==> src/rtl/debug_bridge.sv <==
// debug_bridge: host-side debug initiator on the shared memory bus.
//
// A host drives byte commands over the UART stream:
//   'R' a3 a2 a1 a0          -> d3 d2 d1 d0   (bus read, MSB first)
//   'W' a3 a2 a1 a0 d3..d0   -> 'K'           (bus write, MSB first)
//   anything else            -> '?'
// Address and data pass through unmodified; the bus ignores address[1:0].
//
// Optional feature (macro DEBUG_BRIDGE_TIMEOUT_EN): a bus request that sees
// no ready_in for TIMEOUT_CYCLES cycles is abandoned and answered with 'E'.
// The default build waits for ready_in indefinitely.
//
// Ports:
//   clk, reset          sole clock; synchronous active-high reset
//   rx_valid_in/data_in received byte strobe (no backpressure)
//   tx_valid_out/ready_in/data_out  response byte stream
//   address_out, read_out, write_out, write_mask_out, write_value_out
//                       bus request, held constant while in BUS
//   read_value_in, ready_in  bus completion and read data
//
// Handshakes: the tx side is strict valid/ready -- a byte transfers on a
// cycle where tx_valid_out && tx_ready_in; tx_data_out is stable while
// tx_valid_out && !tx_ready_in. The bus side holds the request until the
// cycle ready_in=1, which completes it.
//
// The FSM state register state_q is the observable debug point for checkers.
module debug_bridge #(
  parameter int unsigned TIMEOUT_CYCLES = 255
) (
  input  logic        clk,
  input  logic        reset,
  input  logic        rx_valid_in,
  input  logic [7:0]  rx_data_in,
  output logic        tx_valid_out,
  input  logic        tx_ready_in,
  output logic [7:0]  tx_data_out,
  output logic [31:0] address_out,
  output logic        read_out,
  output logic        write_out,
  output logic [3:0]  write_mask_out,
  output logic [31:0] write_value_out,
  input  logic [31:0] read_value_in,
  input  logic        ready_in
);

  localparam logic [7:0] CMD_READ  = 8'h52;
  localparam logic [7:0] CMD_WRITE = 8'h57;
  localparam logic [7:0] RSP_OK    = 8'h4B;
  localparam logic [7:0] RSP_BAD   = 8'h3F;

  if (TIMEOUT_CYCLES < 1) begin : g_bad_timeout
    $error("debug_bridge: TIMEOUT_CYCLES must be at least 1");
  end

  typedef enum logic [2:0] {
    S_IDLE,
    S_ADDR,
    S_DATA,
    S_BUS,
    S_RESP
  } state_t;

  state_t      state_q, state_d;
  logic [1:0]  cnt_q, cnt_d;
  logic        is_write_q, is_write_d;
  logic [31:0] addr_q, addr_d;
  logic [31:0] wdata_q, wdata_d;
  // Response bytes leave from the top byte; the register shifts left per byte.
  logic [31:0] resp_q, resp_d;
  // Set when the response is a single status byte rather than 4 data bytes.
  logic        single_q, single_d;

`ifdef DEBUG_BRIDGE_TIMEOUT_EN
  localparam logic [7:0] RSP_TIMEOUT = 8'h45;
  localparam int unsigned TMO_W = $clog2(TIMEOUT_CYCLES + 1);
  logic [TMO_W-1:0] tmo_q;
  logic             tmo_hit;

  // Counts BUS cycles; zero in the first BUS cycle because it clears elsewhere.
  always_ff @(posedge clk) begin
    if (reset || state_q != S_BUS) tmo_q <= '0;
    else                           tmo_q <= tmo_q + TMO_W'(1);
  end
  assign tmo_hit = (tmo_q == TMO_W'(TIMEOUT_CYCLES - 1));
`endif

  always_ff @(posedge clk) begin
    if (reset) begin
      state_q    <= S_IDLE;
      cnt_q      <= 2'd0;
      is_write_q <= 1'b0;
      addr_q     <= 32'd0;
      wdata_q    <= 32'd0;
      resp_q     <= 32'd0;
      single_q   <= 1'b0;
    end else begin
      state_q    <= state_d;
      cnt_q      <= cnt_d;
      is_write_q <= is_write_d;
      addr_q     <= addr_d;
      wdata_q    <= wdata_d;
      resp_q     <= resp_d;
      single_q   <= single_d;
    end
  end

  always_comb begin
    state_d    = state_q;
    cnt_d      = cnt_q;
    is_write_d = is_write_q;
    addr_d     = addr_q;
    wdata_d    = wdata_q;
    resp_d     = resp_q;
    single_d   = single_q;
    case (state_q)
      S_IDLE: begin
        if (rx_valid_in) begin
          if (rx_data_in == CMD_READ || rx_data_in == CMD_WRITE) begin
            is_write_d = (rx_data_in == CMD_WRITE);
            cnt_d      = 2'd0;
            state_d    = S_ADDR;
          end else begin
            resp_d   = {RSP_BAD, 24'd0};
            single_d = 1'b1;
            state_d  = S_RESP;
          end
        end
      end
      S_ADDR: begin
        if (rx_valid_in) begin
          addr_d = {addr_q[23:0], rx_data_in};
          cnt_d  = cnt_q + 2'd1;
          if (cnt_q == 2'd3) state_d = is_write_q ? S_DATA : S_BUS;
        end
      end
      S_DATA: begin
        if (rx_valid_in) begin
          wdata_d = {wdata_q[23:0], rx_data_in};
          cnt_d   = cnt_q + 2'd1;
          if (cnt_q == 2'd3) state_d = S_BUS;
        end
      end
      S_BUS: begin
        // ready_in takes priority, so a completion on the timeout cycle wins.
        if (ready_in) begin
          resp_d   = is_write_q ? {RSP_OK, 24'd0} : read_value_in;
          single_d = is_write_q;
          cnt_d    = 2'd0;
          state_d  = S_RESP;
        end
`ifdef DEBUG_BRIDGE_TIMEOUT_EN
        else if (tmo_hit) begin
          resp_d   = {RSP_TIMEOUT, 24'd0};
          single_d = 1'b1;
          cnt_d    = 2'd0;
          state_d  = S_RESP;
        end
`endif
      end
      S_RESP: begin
        if (tx_ready_in) begin
          if (single_q || cnt_q == 2'd3) begin
            cnt_d   = 2'd0;
            state_d = S_IDLE;
          end else begin
            resp_d = {resp_q[23:0], 8'd0};
            cnt_d  = cnt_q + 2'd1;
          end
        end
      end
      default: state_d = S_IDLE;
    endcase
  end

  assign read_out        = (state_q == S_BUS) && !is_write_q;
  assign write_out       = (state_q == S_BUS) && is_write_q;
  assign write_mask_out  = write_out ? 4'b1111 : 4'b0000;
  assign address_out     = addr_q;
  assign write_value_out = wdata_q;
  assign tx_valid_out    = (state_q == S_RESP);
  assign tx_data_out     = (state_q == S_RESP) ? resp_q[31:24] : 8'd0;

endmodule

==> config.mk <==
export PLATFORM = sky130hd
export DESIGN_NAME = debug_bridge
export DESIGN_NICKNAME = d
export VERILOG_FILES = /design/src/rtl/debug_bridge.sv
export SDC_FILE = /design/constraint.sdc
export NUM_CORES = 1
export LEC_CHECK = 0
export CAP_MARGIN = 30
export CORE_MARGIN = 3
export CORE_UTILIZATION = 47
export CTS_BUF_LIST = sky130_fd_sc_hd__clkbuf_16
export DETAILED_ROUTE_END_ITERATION = 8
export HOLD_SLACK_MARGIN = 0.1
export PLACE_DENSITY = 0.87
export SKIP_LAST_GASP = 1
export SLEW_MARGIN = 20
export SYNTH_ARGS = -nofsm -noshare
export SYNTH_HDL_FRONTEND = slang
export SYNTH_SLANG_ARGS = --single-unit
==> constraint.sdc <==
create_clock -name clk -period 2.6 [get_ports clk]
set_clock_uncertainty 0.2 [all_clocks]
set_input_delay 0.65 -clock clk [delete_from_list [all_inputs] [get_ports clk]]
set_output_delay 0.65 -clock clk [all_outputs]
set_load 0.02 [all_outputs]
* Word-level counts from Yosys, hierarchy flattened
Index checks and enable logic that the tools add are counted.
** Word-level totals
- Bits in registers :: 103
- Output and inout bits :: 79
** Cells by class
- $add $sub $neg :: 1
- Equal/unequal tests :: 19
- Reduce and logical (&&, ||, !) cells :: 17
- Mux-type cells :: 31
** Operator list (number)
- 32-bit 2-to-1 mux :: 6
- 32-bit case mux with 3 select lines :: 1
- 3-bit 2-to-1 mux :: 9
- 2-bit inequality test, second input constant :: 9
- 8-bit by 7-bit equality test with 1-bit output, second input constant :: 2
- 3-bit case mux with 5 select lines :: 1
- 2-bit 2-to-1 mux :: 6
- 6-bit AND reduction :: 2
- 8-bit 2-to-1 mux :: 1
- 2-bit case mux with 4 select lines :: 1
- 8-bit AND reduction :: 1
- 3-bit by 2-bit equality test with 1-bit output, second input constant :: 2
- 2-bit by 1-bit inequality test with 1-bit output, second input constant :: 3
- 1-bit 2-to-1 mux :: 4
- 4-bit 2-to-1 mux :: 1
- 2-bit AND reduction :: 2
- 4-bit AND reduction :: 1
- 4-bit nonzero test :: 1
- 3-bit by 1-bit equality test with 1-bit output, second input constant :: 1
- 3-bit equality test, second input constant :: 1
- 3-bit logical NOT :: 1
- 3-bit AND reduction :: 1
- 3-bit nonzero test :: 1
- 2-bit by 1-bit adder with 2-bit output, second input constant :: 1
- 7 further kinds :: 9

* Logic depth before layout (Yosys ltp)
Gate-level depths: netlist of run 1.
- Depth after elaboration :: 5
- Gate-level depth with buffers :: 8
- Mapped depth without buffers :: 7

* Worst setup path before layout of run 1
OpenSTA, ideal clock, no wires.
- Kind :: reg2out
- From :: register state_q[0]
- To :: output write_mask_out[0]
- Data arrival time :: 1.444 ns
- Stages on the path, launching flop included :: 6
- Buffers on the path :: 3
- Setup slack :: 0.306 ns
- Required time :: 1.750 ns
- Path through :: dfxtp_1 > buf_6 > buf_2 > nand3_2 > nor2_1 > buf_4
** On the way
- Longest elaborated chain between the ends :: 3
** Ends and longest elaborated chain
- from (decl) :: line 63 : state_t state_q, state_d;
- from (signal assigned) :: line 97 : state_q <= state_d;
- 3-bit by 2-bit equality test with 1-bit output :: line 176 : assign write_out = (state_q == S_BUS) && is_write_q;
- 1-bit logical AND :: line 176
- via write_out :: line 39 : output logic write_out,
- 4-bit 2-to-1 mux :: line 177 : assign write_mask_out = write_out ? 4'b1111 : 4'b0000;
- to (decl) :: line 40 : output logic [3:0] write_mask_out,
The timed path passes the listed nets, and every way through them passes these cells.

* Final worst setup path of run 1
- From :: register state_q[0]
- To :: output tx_data_out[1]
** On the way
- Longest elaborated chain between the ends :: 2
** Ends and longest elaborated chain
- 3-bit equality test :: line 181 : assign tx_data_out = (state_q == S_RESP) ? resp_q[31:24] : 8'd0;
- 8-bit 2-to-1 mux :: line 181
- to (decl) :: line 36 : output logic [7:0] tx_data_out,
No other way between the ends.

==> impl_metrics.tcl, run 1 <==
set metrics [dict create \
    dr_total_vias 4146 \
    port_buffers 123 \
    max-slew-margin-rel_pct 70.2 \
    holdWs_ns 0.256 \
    die_w_um 101 \
    fin_cells 765 \
    ff2ff_setup_slack_ns 0.30 \
    p_per_area_nw_per_um2 792 \
    ant_nets 0 \
    synthCells 531 \
    syn_area_per_cell_um2 7.92 \
    min-delay-path-class "reg2reg" \
    cp.required_ns 1.75 \
    final_common_cell "nand2_1" \
    path_class "reg2out" \
    setup_tns_ns 0 \
    whs_path_depth 2 \
    hpwl_mm 8.30 \
    cts_inserted_buffers 9 \
    grt_max_degree 58 \
    row_count 33 \
    maxSlewViolCount 0 \
    multiInputGateArea_um2 1910 \
    gp_congestion 0.937 \
    dp_cells 749 \
    cts_buffer_depth 2 \
    ys_seq_elements 103 \
    cts.sinks 103 \
    grt_pass1_vias 3887 \
    syn_area_um2 4210 \
    layout_common_cells "nand2_1 (153), clkdlybuf4s50_1 (107), dfxtp_1 (103)" \
    antenna_cells 0 \
    setup-violations-final 0 \
    pre_cts_ws_ns -0.185 \
    synth.distinct_cells 45 \
    status "completed" \
    cp.arrival_ns 1.71 \
    rsz0062_at_grt "true" \
    drt_wl_total_mm 11.6 \
    maxCapViolations 0 \
    fmax_mhz 391 \
    area_growth_pct 41.1 \
    slowest_delay_ns 0.33 \
    cts_root_buffer "clkbuf_16" \
    wire_per_inst_um 15.1 \
    crit_fanout 33 \
    async_flop_share_pct 0 \
    grt_overflow 0 \
    drtIter0Drc 252 \
    dieArea_um2 10100 \
    period_share_pct 98.5 \
    cp-end-kind "output pin" \
    ir_drop_v 0.000459 \
    cts_setup_buffers 0 \
    start_util_pct 49.7 \
    grt_use_total_pct 22.2 \
    fill_cells 628 \
    grt_pass1_wl_mm 18.3 \
    clock_latency_ns 0.34 \
    antenna_found_initial 0 \
    cts.htree.levels 3 \
    cts_resized 16 \
    synth_ff_type "dfxtp_1" \
    synth_edf_count 0 \
    io_pins 124 \
    mappedNetlistNets 577 \
    viasPerCell 5.42 \
    reg2regPathDepth 6 \
    die_y_um 101 \
    setup_slack_ns 0.0400 \
    yosysSeqAreaShare_pct 49.0 \
    p_leak_nw 2.12 \
    cpMaxStageDelayCell "clkdlybuf4s15_1" \
    clk_pin_slew_worst_paths_ns 0.07 \
    tightest_slew_ns 0.446 \
    fin_crit_ns 2.56 \
    drtPass1Iterations 5 \
    core_um2 8460 \
    cts_tree "built" \
    register_area_um2 2060 \
    drive_gt1_share_pct 9.85 \
    fin_nets 701 \
    drc_errors 0 \
    yosys_warnings 0 \
    hold_violations 0 \
    crit_path_start_kind "register" \
    holdBufCountCts 0 \
    cp_cell_sequence "nor2_2 > nand2_1 > inv_1 > buf_12 > and2_1 > clkdlybuf4s15_1" \
]
[worst max-delay path, delay by kind of cell (launching register included)]
kind	cells	cell delay (ns)
AND/OR/NAND/NOR	3	0.38
flip-flops	1	0.32
buffers and inverters	3	0.65
[power by group]
group,internal (mW),total (mW),switching [mW]
Combinational,0.690,1.59,0.896
Sequential,1.75,1.85,0.106
Clock,0.660,1.26,0.602
[cell type report]
class,count,share of cell area [%]
Clock buffer,9,3.80
Clock inverter,7,0.928
Inverter,4,0.253
Multi-Input combinational cell,378,32.2
Sequential cell,103,34.7
Tap cell,105,2.21
Timing Repair Buffer,159,25.9
[final timing paths]
kind | start | to
setup reg to reg | state_q[0] | resp_q[24]
hold reg to reg | write_value_out[25] | write_value_out[25]
hold / removal | write_value_out[25] | write_value_out[25]
setup / recovery | state_q[0] | tx_data_out[1]
[Yosys cell counts, drive strengths merged (2+ instances only)]
master     n  area, um^2
a2111oi    3        63.8
a211oi     2        15.0
a21oi     85         425
a221oi    18         164
and2      10        62.6
buf       21         131
clkbuf    25        93.8
dfxtp    103        2060
inv        4        15.0
nand2    153         574
nand2b     3        18.8
nand3     10        55.1
nor2      38         148
nor2b      4        25.0
nor3      25         130
o21ai      3        15.0
or3        4        25.0
[metal layers]
metal | GRT usage [%] | part of all wire (%) | vias up
met1 | 28.1 | 42 | 1935
met4 | 6.94 | 1.5 | 0
met5 | 0 | 0 | -
met3 | 3.32 | 5.0 | 17
met2 | 38.9 | 51 | 140
li1 | - | - | 2054
[sequential cells by signal (all words and copies together), names as in the netlist]
name	cells
single_q	1
resp_q	32
state_q	3
address_out	32
cnt_q	2
is_write_q	1
write_value_out	32
[stage by stage]
stage	power, mW	utilization [%]	area, um^2
final	4.70	70.1	5930
after global routing	4.93	70.1	5930
after CTS	4.70	70.2	5940
after detailed placement	3.46	67.0	5670
after global placement	3.41	67.0	5670
after floorplan	2.92	-	4210
[cell families after synthesis]
kind of cell / Yosys count / share of synthesized area [%]
buffers and inverters: 50 / 5.71
AOI/OAI and AO/OA: 120 / 18.2
xor gates and xnor gates: 2 / 0.416
and+or+nand+nor: 253 / 25.8
DFF: 103 / 49.0
muxes: 2 / 0.506
adders and majority gates: 1 / 0.297
(Power assumes the default switching activity.)
==> run 2, diff against run 1 <==
--- a/config.mk
+++ b/config.mk
@@ -9,6 +9,7 @@
 export CORE_MARGIN = 3
 export CORE_UTILIZATION = 47
 export CTS_BUF_LIST = sky130_fd_sc_hd__clkbuf_16
+export CTS_CLUSTER_SIZE = 14
 export DETAILED_ROUTE_END_ITERATION = 8
 export HOLD_SLACK_MARGIN = 0.1
 export PLACE_DENSITY = 0.87
==> constraint.sdc (replaced) <==
create_clock -name clk -period 2.5 [get_ports clk]
set_clock_uncertainty 0.2 [all_clocks]
set_input_delay 0.625 -clock clk [delete_from_list [all_inputs] [get_ports clk]]
set_output_delay 0.625 -clock clk [all_outputs]
set_load 0.02 [all_outputs]
==> impl_metrics.tcl, run 2 (synthesis results as in run 1) <==
set metrics [dict create \
    status "completed" \
    grt_pass1_wl_mm 18.5 \
    setup-violations-final 0 \
    start_util_pct 49.7 \
    die_y_um 101 \
    critPathLaunch "rx_data_in[5]" \
    period_share_pct 99.5 \
    area_growth_pct 43.5 \
    cp.arrival_ns 2.54 \
    layout_common_cells "nand2_1 (153), clkdlybuf4s50_1 (107), dfxtp_1 (103)" \
    cts.htree.levels 3 \
    hpwl_mm 8.28 \
    max-slew-margin-rel_pct 57.7 \
    maxCapViolations 0 \
    dieArea_um2 10100 \
    power.internal_mw 3.38 \
    cts_setup_buffers 0 \
    ir_drop_v 0.000402 \
    cts_root_buffer "clkbuf_16" \
    crit_fanout 15 \
    path_class "in2reg" \
    gp_congestion 0.934 \
    setup_slack_ns 0.0120 \
    tightest_slew_ns 0.630 \
    cts_buffer_depth 2 \
    io_pins 124 \
    drtIter0Drc 310 \
    dr_total_vias 4241 \
    hold_violations 0 \
    fin_area_um2 6040 \
    r2r-start "state_q[0]" \
    drc_errors 0 \
    p_sw_mw 1.77 \
    grt_max_degree 45 \
    pwr-share-clk_pct 27.7 \
    crit_path_end "resp_q[9]" \
    reg2regPathDepth 8 \
    cts_tree "built" \
    cp_cell_sequence "clkdlybuf4s50_1 > nand4bb_1 > nor3_2 > a221o_2 > buf_4 > a221oi_1 > nor3_1" \
    drive_gt1_share_pct 11.3 \
    cpMaxStageDelayCell "clkdlybuf4s50_1" \
    dp_cells 752 \
    ff2ff_setup_slack_ns 0.07 \
    cp.required_ns 2.56 \
    core_um2 8460 \
    post_dp_cell_area_um2 5710 \
    worst-path-stages 7 \
    grt_pass1_vias 3913 \
    wire_per_inst_um 16.0 \
    grt_overflow 0 \
    switching_share_pct 34.3 \
    fmax_mhz 402 \
    row_count 33 \
    crit_family "simple AND/OR/NAND/NOR gates" \
    fin_cells 770 \
    grt_use_total_pct 22.7 \
    critPathBufInv 2 \
    die_w_um 101 \
    drtPass1Iterations 5 \
    timing.rr.end "resp_q[11]" \
    comb_power_share_pct 34.8 \
    p_leak_nw 2.16 \
    finalPower_mw 5.15 \
    antenna_cells 0 \
    holdWs_ns 0.253 \
    cts.sinks 103 \
    slowest_delay_ns 0.44 \
    clock_latency_ns 0.34 \
    crit_path_start_kind "input port" \
    maxSlewViolCount 0 \
    port_buffers 123 \
    drt_wl_total_mm 12.3 \
    seq_power_share_pct 37.6 \
    clk_pin_slew_worst_paths_ns 0.07 \
    p_per_area_nw_per_um2 854 \
    antenna_found_initial 0 \
    cp-end-kind "register" \
    viasPerCell 5.51 \
    holdBufCountCts 0 \
    final_common_cell "nand2_1" \
    fill_cells 581 \
    min-delay-path-class "reg2reg" \
    ant_nets 0 \
    fin_crit_ns 2.49 \
    fin_nets 706 \
    cts_inserted_buffers 9 \
    pre_cts_ws_ns -0.285 \
]
run 2: cell types whose count changed in the layout (fill, tap and decap cells not counted), sizes merged:
cell,delta
buf,+3
clkbuf,+3
inv,+1
clkdlybuf4s15,-2
bufinv,+1
clkinvlp,+2
clkinv,-4
a221o,+1
run 2: power groups by stage:
stage                     clock network, mW  registers, mW  logic [mW]
after detailed placement                  0           1.96        1.67
final                                  1.43           1.94        1.79
after floorplan                           0           1.96        1.08
after global placement                    0           1.95        1.62
after CTS                              1.44           1.93        1.69
after global routing                   1.49           1.95        1.94
run 2: routing by layer:
metal,track usage (%),share of wire [%],vias to the layer above,routed length [um]
li1,-,-,2062,-
met1,28.9,41,1996,5000
met2,39.2,51,159,6300
met3,2.42,5.6,24,692
met4,9.22,2.5,0,303
met5,0,0,-,0
run 2: worst min path at each step:
stage | from | end | cells past startpoint
after global placement | resp_q[7] | resp_q[7] | 2
after floorplan | resp_q[26] | resp_q[26] | 2
after global routing | address_out[29] | address_out[29] | 2
after detailed placement | address_out[29] | address_out[29] | 2
final | address_out[29] | address_out[29] | 2
after CTS | address_out[29] | address_out[29] | 2
run 2: cell type report:
cell class	instances	area, um^2	area share, %
multi-input combinational	379	1930	32.0
tap	105	131	2.18
timing repair buffer	163	1590	26.4
clock inverter	7	77.6	1.29
clock buffer	9	225	3.73
inverter	4	15.0	0.249
sequential	103	2060	34.2
run 2: per-stage QoR:
| step | utilization, % | TNS [ns] |
|---|---|---|
| floorplan | - | 0 |
| global placement | 67.5 | -6.43 |
| detailed placement | 67.5 | -7.38 |
| CTS | 71.0 | -0.0468 |
| global route | 71.3 | -0.0180 |
| finish | 71.3 | 0 |
run 2: timing repair:
action / in CTS / in global routing
cloned: 0 / 2
setup endpoints to repair: 15 / 16
resized for setup: 25 / 9
run 2: worst reg2reg max path, delay by kind of cell (launching register included):
kind                      cells  cell delay [ns]
AOI/OAI and AO/OA             2             0.72
buffers and inverters         3             0.54
DFF                           1             0.33
and+or+nand+nor               2             0.27
xor gates and xnor gates      1             0.24
==> run 3, diff against run 2 <==
--- a/config.mk
+++ b/config.mk
@@ -14,7 +14,7 @@
 export HOLD_SLACK_MARGIN = 0.1
 export PLACE_DENSITY = 0.87
 export SKIP_LAST_GASP = 1
-export SLEW_MARGIN = 20
+export SLEW_MARGIN = 30
 export SYNTH_ARGS = -nofsm -noshare
 export SYNTH_HDL_FRONTEND = slang
 export SYNTH_SLANG_ARGS = --single-unit
==> results of run 3 <==
The final DEF is identical to that of run 2; final timing and power are the same.
